$ cat config.mk
export PLATFORM = sky130hd
export DESIGN_NAME = rpsc_interlock_card
export DESIGN_NICKNAME = d
export VERILOG_FILES = /design/src/rtl/rpsc_interlock_card.sv
export SDC_FILE = /design/constraint.sdc
export NUM_CORES = 1
export LEC_CHECK = 0
export CORE_MARGIN = 2
export CORE_UTILIZATION = 25
export DETAILED_ROUTE_END_ITERATION = 8
export SYNTH_ARGS = -nofsm -noshare
export SYNTH_HDL_FRONTEND = slang
export SYNTH_SLANG_ARGS = --single-unit
$ cat constraint.sdc
create_clock -name clk -period 2.8 [get_ports clk]
set_clock_uncertainty 0.1 [all_clocks]
set_input_delay 0.42 -clock clk [delete_from_list [all_inputs] [get_ports clk]]
set_output_delay 0.42 -clock clk [all_outputs]
set_load 0.01 [all_outputs]
$ cat src/rtl/rpsc_interlock_card.sv
// rpsc_interlock_card: alarm aggregation with sticky latches, first-fault capture and a supply-enable sequencer with settle timer
module rpsc_interlock_card #(
  parameter int N_ALARM       = 8,
  parameter int SETTLE_CYCLES = 1562500,
  parameter int TIMER_W       = 21,
  parameter int IDX_W         = 3
) (
  input  logic               clk,
  input  logic               reset,
  input  logic [N_ALARM-1:0] alarm_in,
  input  logic [N_ALARM-1:0] alarm_mask,
  input  logic               perm_in,
  input  logic               enable_req,
  input  logic               aux_in,
  input  logic               clear_req,
  output logic               clear_ack,
  output logic               not_alarm,
  output logic               ground_hold_ok,
  output logic               not_on_perm,
  output logic               supply_ok_n,
  output logic               aux_ok_n,
  output logic [N_ALARM-1:0] alarm_latched,
  output logic               first_fault_valid,
  output logic [IDX_W-1:0]   first_fault_idx,
  output logic [7:0]         trip_count,
  output logic [1:0]         state
);
  typedef enum logic [1:0] {IDLE = 2'd0, SETTLE = 2'd1, ON = 2'd2, TRIPPED = 2'd3} state_t;
  localparam int SW = N_ALARM + 4;
  localparam logic [TIMER_W-1:0] LAST = TIMER_W'(SETTLE_CYCLES - 1);
  logic [SW-1:0] sync1_q, sync2_q;
  logic [1:0] rst_sync_q;
  logic [N_ALARM-1:0] act, lat_q, lat_d;
  logic perm, en, aux, clr, run, trip, accept;
  logic [IDX_W-1:0] first, ffi_q, ffi_d;
  logic [TIMER_W-1:0] cnt_q, cnt_d;
  logic [7:0] tc_q, tc_d;
  logic ffv_q, ffv_d, ack_q, na_q, na_d, gh_q, gh_d, sup_q, sup_d, auxn_q, auxn_d;
  state_t st_q, st_d;
  assign {perm, en, aux, clr} = sync2_q[3:0];
  assign act    = sync2_q[SW-1:4] & ~alarm_mask;
  assign run    = rst_sync_q[1];
  assign trip   = (st_q != TRIPPED) && (act != '0);
  assign accept = (st_q == TRIPPED) && clr && (act == '0);
  // Synchronisers run freely; the FSM waits for the two-flop reset release
  always_ff @(posedge clk or negedge reset) begin
    if (!reset) begin
      sync1_q    <= '0;
      sync2_q    <= '0;
      rst_sync_q <= '0;
    end else begin
      sync1_q    <= {alarm_in, perm_in, enable_req, aux_in, clear_req};
      sync2_q    <= sync1_q;
      rst_sync_q <= {rst_sync_q[0], 1'b1};
    end
  end
  always_comb begin
    first = '0;
    for (int i = N_ALARM - 1; i >= 0; i--) if (act[i]) first = IDX_W'(i);
    st_d  = st_q;
    cnt_d = cnt_q;
    if (trip) begin
      st_d  = TRIPPED;
      cnt_d = '0;
    end else if (accept) begin
      st_d = IDLE;
    end else if (st_q == IDLE && en && perm) begin
      st_d  = SETTLE;
      cnt_d = '0;
    end else if ((st_q == SETTLE || st_q == ON) && !(en && perm)) begin
      st_d  = IDLE;
      cnt_d = '0;
    end else if (st_q == SETTLE) begin
      st_d  = (cnt_q == LAST) ? ON : SETTLE;
      cnt_d = (cnt_q == LAST) ? cnt_q : cnt_q + 1'b1;
    end
    lat_d  = accept ? '0 : (lat_q | act);
    ffv_d  = trip | (ffv_q & ~accept);
    ffi_d  = trip ? first : (accept ? '0 : ffi_q);
    tc_d   = tc_q + {7'd0, trip && (tc_q != 8'hFF)};
    na_d   = st_d != TRIPPED;
    gh_d   = na_d & perm;
    sup_d  = st_d != ON;
    auxn_d = !((st_d == ON) && aux);
  end
  always_ff @(posedge clk or negedge reset) begin
    if (!reset) begin
      st_q   <= IDLE;
      cnt_q  <= '0;
      lat_q  <= '0;
      ffv_q  <= 1'b0;
      ffi_q  <= '0;
      tc_q   <= '0;
      ack_q  <= 1'b0;
      na_q   <= 1'b1;
      gh_q   <= 1'b0;
      sup_q  <= 1'b1;
      auxn_q <= 1'b1;
    end else if (run) begin
      st_q   <= st_d;
      cnt_q  <= cnt_d;
      lat_q  <= lat_d;
      ffv_q  <= ffv_d;
      ffi_q  <= ffi_d;
      tc_q   <= tc_d;
      ack_q  <= accept;
      na_q   <= na_d;
      gh_q   <= gh_d;
      sup_q  <= sup_d;
      auxn_q <= auxn_d;
    end
  end
  assign clear_ack         = ack_q;
  assign not_alarm         = na_q;
  assign ground_hold_ok    = gh_q;
  assign not_on_perm       = ~gh_q;
  assign supply_ok_n       = sup_q;
  assign aux_ok_n          = auxn_q;
  assign alarm_latched     = lat_q;
  assign first_fault_valid = ffv_q;
  assign first_fault_idx   = ffi_q;
  assign trip_count        = tc_q;
  assign state             = st_q;
endmodule

==> results.sh, run 1 <==
export IMPL_result_of_the_run="completed"
export IMPL_timing_reg2reg_setup_slack_ns=0.18
export IMPL_timing_rr_start="cnt_q[0]"
export IMPL_holdCritPathClass="flip-flop to flip-flop"
export IMPL_min_delay_start="sync1_q[10]"
export IMPL_whs_endpoint="sync2_q[10]"
export IMPL_first_global_vias=2640
export IMPL_critPathSlowestCell="sky130_fd_sc_hd__or4_4"
export IMPL_route_final_wire_length_mm=7.61
export IMPL_synth_nets=328
export IMPL_yosysTopAreaCellShare_pct=54.3
export IMPL_clk_insertion_delay_late_ns=0.34
export IMPL_crit_path_dat_ns=2.74
export IMPL_synth_sequential_area_ratio_pct=56.8
export IMPL_die_y_extent_um=118
export IMPL_gr_usage_all_layers_pct=11.5
export IMPL_path_clk_slew_ns=0.06
export IMPL_global_placement_routability_congestion=0.885
export IMPL_ys_dominant_reg_cell="sky130_fd_sc_hd__dfrtp_1"
export IMPL_worstSetupStartpointType="flip-flop"
export IMPL_achievable_frequency_mhz=382
export IMPL_vias=2647
export IMPL_worst_slew_margin_pct=63.9
export IMPL_layout_worst_path_cycle_share_pct=93.6
export IMPL_netlist_cell_type_count=46
export IMPL_number_of_antenna_violations_at_the_first_check_in_global_routing=0
export IMPL_ys_warnings_count=0
export IMPL_synth_top_cells_by_area="sky130_fd_sc_hd__dfrtp_1, sky130_fd_sc_hd__nor2_1, sky130_fd_sc_hd__a21oi_1"
export IMPL_cts_post_setup_buffers_inserted=0
export IMPL_die_width_um=118
export IMPL_max_cap_violations=0
export IMPL_number_of_instances_in_the_placed_design=541
export IMPL_worst_endpoint_required_ns=2.92
export IMPL_power_leakage_nw=1.83
export IMPL_tightestPinTransition_ns=0.541
export IMPL_insertedDiodeCount=0
export IMPL_cts_tree="yes"
export IMPL_drt_initial_drc_count=170
export IMPL_routedWlPerCell_um=13.6
export IMPL_postSynth_asyncResetShare_pct=100
export IMPL_die_area_sq_um=14000
export IMPL_fraction_of_final_layout_cells_sized_beyond_drive_strength_1_pct=16.6
export IMPL_post_drt_via_cell_ratio=4.74
export IMPL_crit_path_end_kind="flip-flop"
export IMPL_flow_area_growth_from_synthesis_pct=37.1
export IMPL_cts_sink_count=74
export IMPL_tritoncts_num_buffers=9
export IMPL_overall_overflow_remaining_after_global_route=0
export IMPL_ir_drop_mv=0.344
export IMPL_first_pass_grt_wire_length_mm=12.9
export IMPL_number_of_synthesized_flops_with_an_enable_pin=0
export IMPL_path_max_fanout=4
export IMPL_synth_seq_cells=74
export IMPL_report_final_slew_viol_count=0
export IMPL_cts_root_buffer_cell="sky130_fd_sc_hd__clkbuf_16"
export IMPL_cts_root_to_sink_buffers=2
export IMPL_synthesis_area_sq_um=3270
export IMPL_yosys_top_cell_by_area="sky130_fd_sc_hd__dfrtp_1"
export IMPL_setup_worst_path_class="flip-flop to flip-flop"
export IMPL_rr_endpoint="cnt_q[10]"
export IMPL_placementRows=41
export IMPL_drt_first_pass_iters=5
export IMPL_num_fill_cells=1259
export IMPL_critPathTopFamily="simple AND/OR/NAND/NOR gates"
export IMPL_hold_violations=0
export IMPL_syn_mean_instance_area_sq_um=10.9
export IMPL_timing_reg2reg_worst_path_depth=7
export IMPL_grt_start_max_net_pins=31
export IMPL_drt_drc_violations_left=0
export IMPL_critical_path_n_buffers_inverters=0
export IMPL_placeableCoreArea_sq_um=12700
export IMPL_fin_cells=558
export IMPL_number_of_instances_on_the_worst_hold_path=0
export IMPL_h_tree_depth=3
export IMPL_place_area_sq_um=4120
export IMPL_postSynthCellCount=300
export IMPL_drt_antenna_violating_nets=0
export IMPL_slowest_delay_ns=0.53
export IMPL_hpwlAfterDp_mm=5.53
export IMPL_num_nets_final=409
export IMPL_setup_viol_count_final=0
export IMPL_rsz0062_at_grt="no"
export IMPL_buffer_ports_inserted=49
export IMPL_floorplan_initialDensity_pct=25.8
export IMPL_final_design_area_no_fill_sq_um=4480
export IMPL_p_per_area_nw_per_um2=769
export IMPL_critical_path_cell_chain="ha_1, or4bb_1, or4_4, o21ai_4, a31o_4, or4_1, mux2_2"
export IMPL_boundaryPins=50
export IMPL_period_minus_slack_ns=2.62
[layout make-up]
class	instances	area [sq um]	share of cell area (%)
flip-flops and latches	74	1860	41.4
multi-input cells	209	1320	29.5
repair buffers	78	706	15.7
clock buffers	9	225	5.02
well taps	172	215	4.80
clock inverters	7	125	2.79
inverters	9	33.8	0.754
[cell families after synthesis]
logic type               Yosys count  synth area share (%)
multiplexers                       4                  1.38
flip-flops                        74                  56.8
XOR/XNOR                          10                  2.68
other                              1                 0.115
AO/OA/AOI/OAI                     69                  14.7
buffers and inverters             17                  2.79
AND/OR/NAND/NOR                  119                  19.2
adder cells (fa/ha/maj)            6                  2.30
[worst max path at each step]
stage	slack, ns	cells past startpoint	startpoint	end
after detailed placement	-0.07	8	alarm_mask[7]	cnt_q[10]
after CTS	0.18	7	cnt_q[0]	cnt_q[10]
after global routing	0.1	7	cnt_q[0]	cnt_q[10]
after floorplan	0.25	7	cnt_q[0]	cnt_q[10]
after global placement	0.01	8	alarm_mask[7]	cnt_q[10]
final	0.18	7	cnt_q[0]	cnt_q[10]
[power breakdown]
| group | internal (mW) | switching (mW) | leakage, nW |
|---|---|---|---|
| sequential | 1.20 | 0.110 | 0.899 |
| clock | 0.878 | 0.467 | 0.170 |
| combinational | 0.411 | 0.385 | 0.758 |
| total | 2.49 | 0.962 | 1.83 |
[flip-flops by register name (all words and copies together), names as in the netlist]
| name | cells |
|---|---|
| cnt_q | 21 |
| sync1_q | 12 |
| sync2_q | 12 |
| alarm_latched | 8 |
| trip_count | 8 |
| first_fault_idx | 3 |
| rst_sync_q | 2 |
| state | 2 |
| aux_ok_n | 1 |
| clear_ack | 1 |
| first_fault_valid | 1 |
| ground_hold_ok | 1 |
| not_alarm | 1 |
| supply_ok_n | 1 |
[synth_stat cells, drive strengths merged (5+ instances only)]
cell / instances
nor2: 34
nor4: 6
nor3: 5
o31ai: 10
xnor2: 8
nand2: 17
and3: 5
o21ai: 11
dfrtp: 71
or4: 9
inv: 9
clkbuf: 6
a311oi: 5
nand4: 10
nor2b: 9
a21oi: 25
nand3: 11
ha: 6
[stage by stage]
step / setup TNS (ns) / utilization (%) / power (mW) / setup WS (ns) / hold WS (ns)
after global placement: 0 / 32.5 / 2.10 / 0.0149 / 0.233
after floorplan: 0 / - / 1.71 / 0.252 / 0.0244
final: 0 / 35.4 / 3.45 / 0.179 / 0.250
after detailed placement: -0.153 / 32.5 / 2.12 / -0.0713 / 0.236
after global routing: 0 / 35.4 / 3.63 / 0.0987 / 0.260
after CTS: 0 / 35.4 / 3.49 / 0.181 / 0.251
[cell usage in the layout (no fill, tap or decap), drive strengths merged, types with 3 or more instances in the layout]
| cell type | n |
|---|---|
| bufinv | 3 |
| a311oi | 5 |
| o21ai | 11 |
| mux2 | 4 |
| nor2b | 9 |
| inv | 10 |
| or4 | 9 |
| xnor2 | 8 |
| o31ai | 10 |
| nand2 | 17 |
| a21oi | 25 |
| clkbuf | 9 |
| buf | 29 |
| and3 | 5 |
| clkdlybuf4s50 | 48 |
| nor2 | 34 |
| o22ai | 4 |
| nor3 | 5 |
| ha | 6 |
| a21o | 4 |
| clkinv | 3 |
| nand4 | 10 |
| dfstp | 3 |
| nor4 | 6 |
| or3 | 4 |
| dfrtp | 71 |
| nand3 | 11 |
[routing by layer]
layer | global-route usage (%) | wire length, um | vias up
li1 | - | - | 1261
met1 | 15.0 | 3580 | 1304
met2 | 17.2 | 3490 | 75
met3 | 4.73 | 429 | 7
met4 | 3.61 | 103 | 0
met5 | 0 | 0 | -
[worst reg2reg max path: stages, from the launching register on]
cell and delay, ns:
sky130_fd_sc_hd__dfrtp_1 0.38, sky130_fd_sc_hd__ha_1 0.21, sky130_fd_sc_hd__or4bb_1 0.50, sky130_fd_sc_hd__or4_4 0.53, sky130_fd_sc_hd__o21ai_4 0.16, sky130_fd_sc_hd__a31o_4 0.18, sky130_fd_sc_hd__or4_1 0.11, sky130_fd_sc_hd__mux2_2 0.33
[timing repair]
action	4_1_cts	5_1_grt
hold buffers	1	0
resized for setup	0	0
hold endpoints to repair	21	0
endpoints found under the setup margin	0	0
Power figures use the tool's default switching activity.
==> inputs of run 2 (changes only) <==
Settings changed: CAP_MARGIN from default to 20, CTS_BUF_LIST from default to sky130_fd_sc_hd__clkbuf_8, CTS_CLUSTER_DIAMETER from default to 80.
==> results.sh, run 2 (same netlist as run 1, synthesis figures left out) <==
export IMPL_result_of_the_run="completed"
export IMPL_num_fill_cells=1269
export IMPL_rsz0062_at_grt="no"
export IMPL_gr_usage_all_layers_pct=11.5
export IMPL_fin_util_pct=34.6
export IMPL_cts_tree="yes"
export IMPL_number_of_antenna_violations_at_the_first_check_in_global_routing=0
export IMPL_post_drt_via_cell_ratio=4.73
export IMPL_cts_root_to_sink_buffers=2
export IMPL_first_global_vias=2655
export IMPL_fraction_of_final_layout_cells_sized_beyond_drive_strength_1_pct=16.6
export IMPL_max_cap_violations=0
export IMPL_hold_violations=0
export IMPL_cts_resized=0
export IMPL_max_flop_register="cnt_q"
export IMPL_critPathSlowestCell="sky130_fd_sc_hd__or4_4"
export IMPL_critPathTopFamily="simple AND/OR/NAND/NOR gates"
export IMPL_tritoncts_num_buffers=9
export IMPL_power_leakage_nw=1.78
export IMPL_setup_viol_count_final=0
export IMPL_die_width_um=118
export IMPL_routedWlPerCell_um=13.6
export IMPL_setup_worst_path_class="flip-flop to flip-flop"
export IMPL_critical_path_cell_chain="ha_1, or4bb_1, or4_4, o21ai_4, a31o_4, or4_1, mux2_2"
export IMPL_die_area_sq_um=14000
export IMPL_layout_top_registers="cnt_q x21, sync1_q x12, sync2_q x12"
export IMPL_critical_path_n_buffers_inverters=0
export IMPL_slowest_delay_ns=0.53
export IMPL_worst_slew_margin_pct=63.7
export IMPL_placementRows=41
export IMPL_grt_start_max_net_pins=31
export IMPL_tightestPinTransition_ns=0.545
export IMPL_placeableCoreArea_sq_um=12700
export IMPL_cts_post_setup_buffers_inserted=0
export IMPL_h_tree_depth=3
export IMPL_seqCellArea_sq_um=1860
export IMPL_die_y_extent_um=118
export IMPL_postCtsHoldBufs=1
export IMPL_period_minus_slack_ns=2.63
export IMPL_largest_reg_flops=21
export IMPL_worst_endpoint_required_ns=2.95
export IMPL_flow_area_growth_from_synthesis_pct=34.0
export IMPL_floorplan_initialDensity_pct=25.8
export IMPL_drt_drc_violations_left=0
export IMPL_setup_tns_final_ns=0
export IMPL_cts_sink_count=74
export IMPL_final_common_cell="sky130_fd_sc_hd__dfrtp_1"
export IMPL_drt_first_pass_iters=4
export IMPL_overall_overflow_remaining_after_global_route=0
export IMPL_path_clk_slew_ns=0.09
export IMPL_cts_root_buffer_cell="sky130_fd_sc_hd__clkbuf_8"
export IMPL_crit_path_dat_ns=2.78
export IMPL_boundaryPins=50
export IMPL_route_final_wire_length_mm=7.58
export IMPL_insertedDiodeCount=0
export IMPL_holdCritPathClass="flip-flop to flip-flop"
export IMPL_drt_antenna_violating_nets=0
export IMPL_crit_path_end_kind="flip-flop"
export IMPL_ir_drop_mv=0.495
export IMPL_achievable_frequency_mhz=381
export IMPL_drt_initial_drc_count=150
export IMPL_hpwlAfterDp_mm=5.53
export IMPL_global_placement_routability_congestion=0.885
export IMPL_vias=2640
export IMPL_num_nets_final=409
export IMPL_first_pass_grt_wire_length_mm=12.9
export IMPL_worstSetupStartpointType="flip-flop"
export IMPL_layout_worst_path_cycle_share_pct=93.8
export IMPL_multi_input_comb_area_sq_um=1320
export IMPL_report_final_slew_viol_count=0
export IMPL_commonest_cells_after_routing_fill_and_taps_aside="sky130_fd_sc_hd__dfrtp_1, sky130_fd_sc_hd__clkdlybuf4s50_1, sky130_fd_sc_hd__nor2_1, sky130_fd_sc_hd__buf_4, sky130_fd_sc_hd__a21oi_1"
export IMPL_p_per_area_nw_per_um2=715
export IMPL_path_max_fanout=4
export IMPL_clk_insertion_delay_late_ns=0.37
export IMPL_buffer_ports_inserted=49
run 2: cell counts in the layout (fill, tap and decap cells not counted):
Identical to the previous run, type by type.
run 2: final cells by class:
| type | instances | share of cell area, % |
|---|---|---|
| sequential | 74 | 42.3 |
| multi-input combinational | 209 | 30.2 |
| clock buffer | 9 | 2.83 |
| inverter | 9 | 0.771 |
| clock inverter | 7 | 2.86 |
| timing repair buffer | 78 | 16.1 |
| tap | 172 | 4.91 |
run 2: per-stage QoR:
stage | std cells | power [mW] | hold slack [ns] | setup WS, ns | cell area [sq um]
after global placement | 541 | 2.10 | 0.233 | 0.0149 | 4120
after global routing | 558 | 3.31 | 0.267 | 0.0906 | 4380
after detailed placement | 541 | 2.12 | 0.236 | -0.0713 | 4120
after floorplan | 300 | 1.71 | 0.0244 | 0.252 | 3270
after CTS | 558 | 3.17 | 0.256 | 0.172 | 4380
final | 558 | 3.13 | 0.252 | 0.173 | 4380
run 2: path summary, 6_finish.rpt:
path / start / endpoint / slack, ns / cells past startpoint
max in group asynchronous: reset / aux_ok_n / 1.30 / 3
worst max register to register: cnt_q[0] / cnt_q[10] / 0.17 / 7
min in group asynchronous: reset / sync2_q[9] / 0.47 / 2
worst max-delay path: cnt_q[0] / cnt_q[10] / 0.17 / 7
worst min register to register: sync1_q[9] / sync2_q[9] / 0.25 / 0
worst min-delay path: sync1_q[9] / sync2_q[9] / 0.25 / 0
run 2: metal layers:
layer  wire length, um  up-vias  track usage (%)  share of wire, %
li1                  -     1260                -                 -
met1              3540     1297             15.0                47
met2              3480       72             17.4                46
met3               423       11             4.15               5.6
met4               126        0             4.74               1.7
met5                 0        -                0                 0
run 2: where the power goes:
| part | switching, mW | total (mW) | leakage (nW) | internal (mW) |
|---|---|---|---|---|
| Clock | 0.434 | 1.03 | 0.124 | 0.599 |
| Sequential | 0.110 | 1.31 | 0.899 | 1.20 |
| Combinational | 0.384 | 0.795 | 0.758 | 0.411 |
run 2: worst register-to-register path: stages (launching register included):
cell and delay [ns]:
sky130_fd_sc_hd__dfrtp_1 0.39, sky130_fd_sc_hd__ha_1 0.21, sky130_fd_sc_hd__or4bb_1 0.50, sky130_fd_sc_hd__or4_4 0.53, sky130_fd_sc_hd__o21ai_4 0.16, sky130_fd_sc_hd__a31o_4 0.18, sky130_fd_sc_hd__or4_1 0.11, sky130_fd_sc_hd__mux2_2 0.33
